**config.mk**
```make
export PLATFORM = sky130hd
export DESIGN_NAME = vga_timing_monitor
export DESIGN_NICKNAME = d
export VERILOG_FILES = /design/src/rtl/vga_mon_pkg.sv /design/src/rtl/vga_mon_crc16.sv /design/src/rtl/vga_timing_monitor.sv
export SDC_FILE = /design/constraint.sdc
export NUM_CORES = 1
export LEC_CHECK = 0
export BUFFER_PORTS_ARGS = -buffer_cell sky130_fd_sc_hd__buf_2
export CAP_MARGIN = 20
export CORE_ASPECT_RATIO = 1.4
export CORE_MARGIN = 2
export CORE_UTILIZATION = 50
export DETAILED_ROUTE_END_ITERATION = 6
export PLACE_DENSITY = 0.74
export SLEW_MARGIN = 30
export SYNTH_ARGS = -nofsm -noshare
export SYNTH_HDL_FRONTEND = slang
export SYNTH_SLANG_ARGS = --single-unit
```
**constraint.sdc**
```tcl
create_clock -name clk -period 7 [get_ports clk]
set_clock_uncertainty 0.1 [all_clocks]
set_input_delay 1.4 -clock clk [delete_from_list [all_inputs] [get_ports clk]]
set_output_delay 1.4 -clock clk [all_outputs]
set_load 0.02 [all_outputs]
```
**src/rtl/vga_mon_pkg.sv**
```systemverilog
// rtl/vga_mon_pkg.sv - shared types, register map and helpers for the VGA timing monitor
package vga_mon_pkg;

    typedef enum logic [1:0] {
        UNLOCKED = 2'd0,
        ACQUIRE  = 2'd1,
        LOCKED   = 2'd2
    } state_t;

    // Read map
    localparam logic [2:0] ADDR_STATUS = 3'd0;
    localparam logic [2:0] ADDR_LW     = 3'd1;
    localparam logic [2:0] ADDR_FH     = 3'd2;
    localparam logic [2:0] ADDR_HTOT   = 3'd3;
    localparam logic [2:0] ADDR_VTOT   = 3'd4;
    localparam logic [2:0] ADDR_ERR    = 3'd5;
    localparam logic [2:0] ADDR_PROBE  = 3'd6;
    localparam logic [2:0] ADDR_CRC    = 3'd7;

    // Write map
    localparam logic [2:0] ADDR_PROBE_X = 3'd0;
    localparam logic [2:0] ADDR_PROBE_Y = 3'd1;
    localparam logic [2:0] ADDR_CLEAR   = 3'd2;

    localparam int CNT_W = 11;

    function automatic logic [15:0] rgb565(input logic [4:0] r5, input logic [5:0] g6,
                                           input logic [4:0] b5);
        return {r5, g6, b5};
    endfunction

    function automatic logic [CNT_W-1:0] sat_inc(input logic [CNT_W-1:0] v);
        return (v == {CNT_W{1'b1}}) ? v : v + 1'b1;
    endfunction

endpackage

```
**src/rtl/vga_mon_crc16.sv**
```systemverilog
// rtl/vga_mon_crc16.sv - CRC-16/CCITT (poly 0x1021, init 0xFFFF), one 16-bit word per enable
module vga_mon_crc16
    import vga_mon_pkg::*;
(
    input  logic        clk,
    input  logic        reset_n,
    input  logic        init,
    input  logic        en,
    input  logic [15:0] data,
    output logic [15:0] crc
);

    // Word is folded in MSB first, one bit per loop step
    function automatic logic [15:0] crc_word(input logic [15:0] c, input logic [15:0] d);
        logic [15:0] r;
        logic        fb;
        r = c;
        for (int i = 15; i >= 0; i--) begin
            fb = r[15] ^ d[i];
            r  = {r[14:0], 1'b0} ^ (fb ? 16'h1021 : 16'h0000);
        end
        return r;
    endfunction

    // Running CRC register; init has priority over a data word
    always_ff @(posedge clk or negedge reset_n) begin
        if (!reset_n) begin
            crc <= 16'hFFFF;
        end else if (init) begin
            crc <= 16'hFFFF;
        end else if (en) begin
            crc <= crc_word(crc, data);
        end
    end

endmodule

```
**src/rtl/vga_timing_monitor.sv**
```systemverilog
// rtl/vga_timing_monitor.sv - VGA stream timing monitor with lock FSM, pixel probe and register port; frame CRC under VGA_MON_CRC_EN
module vga_timing_monitor
    import vga_mon_pkg::*;
#(
    parameter int EXP_W       = 640,
    parameter int EXP_H       = 480,
    parameter int EXP_HTOTAL  = 800,
    parameter int EXP_VTOTAL  = 525,
    parameter int LOCK_FRAMES = 2
) (
    input  logic        clk,
    input  logic        reset_n,
    input  logic        vga_clk,
    input  logic        vga_hs,
    input  logic        vga_vs,
    input  logic        vga_blank_n,
    input  logic [7:0]  vga_r,
    input  logic [7:0]  vga_g,
    input  logic [7:0]  vga_b,
    input  logic        chipselect,
    input  logic        read,
    input  logic        write,
    input  logic [2:0]  address,
    input  logic [15:0] writedata,
    output logic [15:0] readdata,
    output logic        locked,
    output logic        frame_pulse
);

    localparam logic [CNT_W-1:0] EXP_W_C  = CNT_W'(EXP_W);
    localparam logic [CNT_W-1:0] EXP_H_C  = CNT_W'(EXP_H);
    localparam logic [CNT_W-1:0] EXP_HT_C = CNT_W'(EXP_HTOTAL);
    localparam logic [CNT_W-1:0] EXP_VT_C = CNT_W'(EXP_VTOTAL);
    localparam logic [3:0]       LOCK_N   = 4'(LOCK_FRAMES);

    logic             vga_clk_q, hs_q, vs_q, blank_q;
    logic             ps, hs_fall, vs_fall, blank_fall;
    logic [CNT_W-1:0] col, row, htot_cnt, vtot_cnt;
    logic [CNT_W-1:0] lw, fh, htot, vtot;
    logic [CNT_W-1:0] htot_line, vtot_line, lw_eff, htot_eff;
    logic             match;
    state_t           state, state_next;
    logic [3:0]       good_cnt, good_next;
    logic             err_inc;
    logic [15:0]      err_cnt;
    logic [10:0]      probe_x;
    logic [9:0]       probe_y;
    logic             probe_valid, probe_hit, clear;
    logic [15:0]      probe_rgb, pix565, crc_frame;
    logic             unused_low_bits;

    assign unused_low_bits = ^{vga_r[2:0], vga_g[1:0], vga_b[2:0], writedata[15:11]};

    assign ps         = vga_clk & ~vga_clk_q;
    assign hs_fall    = hs_q & ~vga_hs;
    assign vs_fall    = vs_q & ~vga_vs;
    assign blank_fall = blank_q & ~vga_blank_n;
    assign pix565     = rgb565(vga_r[7:3], vga_g[7:2], vga_b[7:3]);
    assign clear      = chipselect & write & (address == ADDR_CLEAR);
    assign probe_hit  = ps & vga_blank_n & (col == probe_x) & (row == {1'b0, probe_y});
    assign locked     = (state == LOCKED);

    // One-cycle history of the stream for edge detection
    always_ff @(posedge clk or negedge reset_n) begin
        if (!reset_n) begin
            vga_clk_q <= 1'b0;
            hs_q      <= 1'b0;
            vs_q      <= 1'b0;
            blank_q   <= 1'b0;
        end else begin
            vga_clk_q <= vga_clk;
            hs_q      <= vga_hs;
            vs_q      <= vga_vs;
            blank_q   <= vga_blank_n;
        end
    end

    // Values a line commits at HS fall; these are what a same-cycle VS fall must see.
    // Blanking lines carry no pixels, so they keep the last measured width.
    always_comb begin
        htot_line = ps ? sat_inc(htot_cnt) : htot_cnt;
        vtot_line = hs_fall ? sat_inc(vtot_cnt) : vtot_cnt;
        lw_eff    = (hs_fall && col != '0) ? col : lw;
        htot_eff  = hs_fall ? htot_line : htot;
        match     = (lw_eff == EXP_W_C) && (row == EXP_H_C) &&
                    (htot_eff == EXP_HT_C) && (vtot_line == EXP_VT_C);
    end

    // Per-line counters and line measurements
    always_ff @(posedge clk or negedge reset_n) begin
        if (!reset_n) begin
            col      <= '0;
            htot_cnt <= '0;
            lw       <= '0;
            htot     <= '0;
        end else if (hs_fall) begin
            col      <= '0;
            htot_cnt <= '0;
            htot     <= htot_line;
            lw       <= lw_eff;
        end else begin
            if (ps) htot_cnt <= sat_inc(htot_cnt);
            if (ps && vga_blank_n) col <= sat_inc(col);
        end
    end

    // Per-frame counters and frame measurements
    always_ff @(posedge clk or negedge reset_n) begin
        if (!reset_n) begin
            row      <= '0;
            vtot_cnt <= '0;
            fh       <= '0;
            vtot     <= '0;
        end else if (vs_fall) begin
            row      <= '0;
            vtot_cnt <= '0;
            fh       <= row;
            vtot     <= vtot_line;
        end else begin
            if (hs_fall) vtot_cnt <= sat_inc(vtot_cnt);
            if (blank_fall) row <= sat_inc(row);
        end
    end

    // Lock FSM next state; only a VS fall moves it
    always_comb begin
        state_next = state;
        good_next  = good_cnt;
        err_inc    = 1'b0;
        if (vs_fall) begin
            case (state)
                UNLOCKED: begin
                    state_next = ACQUIRE;
                    good_next  = 4'd0;
                end
                ACQUIRE: begin
                    if (!match) begin
                        good_next = 4'd0;
                    end else if (good_cnt + 4'd1 == LOCK_N) begin
                        state_next = LOCKED;
                        good_next  = 4'd0;
                    end else begin
                        good_next = good_cnt + 4'd1;
                    end
                end
                LOCKED: begin
                    if (!match) begin
                        state_next = ACQUIRE;
                        good_next  = 4'd0;
                        err_inc    = 1'b1;
                    end
                end
                default: begin
                    state_next = UNLOCKED;
                    good_next  = 4'd0;
                end
            endcase
        end
    end

    // Lock FSM state register and frame strobe
    always_ff @(posedge clk or negedge reset_n) begin
        if (!reset_n) begin
            state       <= UNLOCKED;
            good_cnt    <= 4'd0;
            frame_pulse <= 1'b0;
        end else begin
            state       <= state_next;
            good_cnt    <= good_next;
            frame_pulse <= vs_fall;
        end
    end

    // Lock-loss counter; a host clear beats a simultaneous increment
    always_ff @(posedge clk or negedge reset_n) begin
        if (!reset_n) begin
            err_cnt <= 16'h0;
        end else if (clear) begin
            err_cnt <= 16'h0;
        end else if (err_inc && err_cnt != 16'hFFFF) begin
            err_cnt <= err_cnt + 16'h1;
        end
    end

    // Probe coordinate registers
    always_ff @(posedge clk or negedge reset_n) begin
        if (!reset_n) begin
            probe_x <= '0;
            probe_y <= '0;
        end else if (chipselect && write) begin
            if (address == ADDR_PROBE_X) probe_x <= writedata[10:0];
            if (address == ADDR_PROBE_Y) probe_y <= writedata[9:0];
        end
    end

    // Probe pixel capture, refreshed every frame
    always_ff @(posedge clk or negedge reset_n) begin
        if (!reset_n) begin
            probe_rgb   <= 16'h0;
            probe_valid <= 1'b0;
        end else begin
            if (probe_hit) probe_rgb <= pix565;
            if (clear) probe_valid <= 1'b0;
            else if (probe_hit) probe_valid <= 1'b1;
        end
    end

`ifdef VGA_MON_CRC_EN
    logic [15:0] crc_run;

    vga_mon_crc16 u_crc (
        .clk     (clk),
        .reset_n (reset_n),
        .init    (vs_fall),
        .en      (ps & vga_blank_n),
        .data    (pix565),
        .crc     (crc_run)
    );

    // Snapshot of the running CRC at each frame boundary
    always_ff @(posedge clk or negedge reset_n) begin
        if (!reset_n) begin
            crc_frame <= 16'h0;
        end else if (vs_fall) begin
            crc_frame <= crc_run;
        end
    end
`else
    assign crc_frame = 16'h0;
`endif

    // Registered read port; holds its value between reads
    always_ff @(posedge clk or negedge reset_n) begin
        if (!reset_n) begin
            readdata <= 16'h0;
        end else if (chipselect && read) begin
            case (address)
                ADDR_STATUS: readdata <= {12'b0, probe_valid, locked, state};
                ADDR_LW:     readdata <= {5'b0, lw};
                ADDR_FH:     readdata <= {5'b0, fh};
                ADDR_HTOT:   readdata <= {5'b0, htot};
                ADDR_VTOT:   readdata <= {5'b0, vtot};
                ADDR_ERR:    readdata <= err_cnt;
                ADDR_PROBE:  readdata <= probe_rgb;
                ADDR_CRC:    readdata <= crc_frame;
            endcase
        end
    end

endmodule

```
==> results_dict.tcl <==
set metrics [dict create \
    overflow 0 \
    async_reset_ff_frac 1.00 \
    syn_to_final_growth_pct 12.1 \
    peakVddDrop_v 0.000167 \
    drt_pass1_iterations 5 \
    grt_pass1_wl_mm 33.6 \
    pre_cts_ws_ns 2.40 \
    insertion_delay_ns 0.43 \
    initial_core_util 0.507 \
    layout_setup_ws_ns 2.81 \
    crit_type "input pin to register" \
    most-common-layout-cells "dfrtp_1, nand2_1, nor2_1, o21ai_0, buf_2" \
    tightest_slew_ns 0.888 \
    gp_congestion 0.906 \
    cts_tree "built" \
    syn_area_per_cell_um2 9.89 \
    htreeDepth 4 \
    synthDistinctLibCells 66 \
    postCtsSetupBuffers 0 \
    setup_viol 0 \
    antenna_cells 0 \
    report.final.slew_viol_count 0 \
    drive_gt1_frac 0.170 \
    hold_path_class "register to register" \
    synth_top_family_by_area "simple AND/OR/NAND/NOR gates" \
    antenna_left 0 \
    design.die.area_um2 18000 \
    setup_tns_ns 0 \
    slowest_delay_ns 0.62 \
    port_buffers 56 \
    wl_per_cell_um 18.4 \
    synthSimpleGateAreaFrac 0.192 \
    cts.sinks 169 \
    rsz0062_at_grt "no" \
    clkSlewWorstSetupHoldPaths_ns 0.07 \
    io-pin-count 70 \
    synth_edf_count 0 \
    hpwl_mm 14.5 \
    largestRegisters "err_cnt (16), probe_rgb (16), readdata (16)" \
    crit_arrival_ns 4.45 \
    ys_seq_area_frac 0.500 \
    regArea_um2 4230 \
    synthFlopType "dfrtp_1" \
    cts_root_buffer "clkbuf_16" \
    postCtsHoldBufs 0 \
    vias 6670 \
    post-route-period-util 0.599 \
    syn_inst 855 \
    p_leak_nw 4.37 \
    drtIter0Drc 469 \
    cts_inserted_buffers 17 \
    hold_viol_final 0 \
    fmax_ghz 0.239 \
    p_total_mw 2.36 \
    required_ns 7.26 \
    end_kind "register" \
    die_y_um 158 \
    final_util 0.569 \
    cap_violations 0 \
    synthAdderAreaFrac 0.0133 \
    coreArea_um2 16700 \
    final_common_cell "dfrtp_1" \
    clock_path_buffers 2 \
    relSlewSlack 0.405 \
    crit_fanout 39 \
    multi_input_area_um2 3990 \
    yosys_warnings 0 \
    die-width_um 114 \
    antenna_found_initial 0 \
    period_needed_ns 4.19 \
    path_cells "buf_2 > nand2b_1 > nor2_1 > a31oi_1 > o211ai_1 > nor4_1 > and4_4 > or4_1 > a21oi_1" \
    p_per_area_nw_per_um2 249 \
    nFillCells 1463 \
    drc_errors 0 \
    status "complete, no violations" \
    grt_max_degree 95 \
    via_per_inst 6.01 \
    cts_resized 0 \
    grt_usage 0.242 \
    nNetsFinal 955 \
    cp-start-kind "input pin" \
    hold_depth 2 \
    syn_area_um2 8460 \
    synth-xor-area-share 0.0434 \
    rows 56 \
    r2r_cells 10 \
    muxShareOfSynthArea 0.0898 \
    ys_ff_latch 169 \
    first_global_vias 6536 \
    syn_nets 916 \
    synth_compound_area_frac 0.131 \
    routed_wl_mm 20.4 \
    cpMaxStageDelayCell "nor2_1" \
]
==> where the power goes <==
| part | switching [mW] | internal, mW | total [mW] |
|---|---|---|---|
| registers | 0.0725 | 1.06 | 1.13 |
| logic | 0.145 | 0.116 | 0.261 |
| clock network | 0.386 | 0.580 | 0.965 |
==> through the flow <==
step / hold WS [ns] / instances / cell area, um2
final: 0.376 / 1109 / 9480
after global routing: 0.408 / 1109 / 9480
after CTS: 0.379 / 1109 / 9480
after detailed placement: 0.362 / 1078 / 8870
after global placement: 0.360 / 1078 / 8870
after floorplan: 0.342 / 855 / 8460
==> worst max-delay path, delay by kind of cell <==
family          cells  cell delay (ns)
buf+inv             1             0.13
compound gates      3             0.79
simple gates        5             2.12
==> kinds of logic after synthesis <==
| family | Yosys count |
|---|---|
| mux | 70 |
| compound gates | 170 |
| buf+inv | 60 |
| fa+ha+maj | 9 |
| simple gates | 336 |
| xor+xnor | 41 |
| flops | 169 |
==> worst paths after layout <==
check | start | to | slack, ns
max | vga_hs | err_cnt[9]$_DFFE_PN0P_ | 2.81
min | readdata[12]$_DFFE_PN0P_ | readdata[12]$_DFFE_PN0P_ | 0.38
max reg2reg | col[0]$_DFFE_PN0P_ | err_cnt[9]$_DFFE_PN0P_ | 3.46
min reg2reg | readdata[12]$_DFFE_PN0P_ | readdata[12]$_DFFE_PN0P_ | 0.38
max in group asynchronous | reset_n | probe_y[6]$_DFFE_PN0P_ | 4.69
min in group asynchronous | reset_n | err_cnt[9]$_DFFE_PN0P_ | 0.96
==> layout make-up <==
type / instances / share of cell area
multi-input combinational: 626 / 0.421
sequential: 169 / 0.446
inverter: 18 / 0.00713
clock buffer: 21 / 0.0486
timing repair buffer: 62 / 0.0354
clock inverter: 10 / 0.0150
tap: 203 / 0.0268
==> layer usage <==
layer  global-route usage  wire length [um]  up-vias  share of wire
li1                     -                 -     3147              -
met1                0.295              8370     3257           0.41
met2                0.409             10200      215           0.50
met3               0.0394               853       51          0.042
met4                0.133               940        0          0.046
met5                    0                 0        -              0
==> synthesized netlist by cell type (17+ instances only) <==
cell | n | area, um2
dfrtp_1 | 169 | 4230
xor2_1 | 28 | 245
inv_1 | 17 | 63.8
a21oi_1 | 24 | 120
nand2_1 | 127 | 477
clkbuf_1 | 28 | 105
nand4_1 | 21 | 131
nor2_1 | 78 | 293
mux2_2 | 47 | 529
nand3_1 | 17 | 85.1
o21ai_0 | 55 | 275
mux2i_1 | 23 | 230
Power figures use the tool's default switching activity.
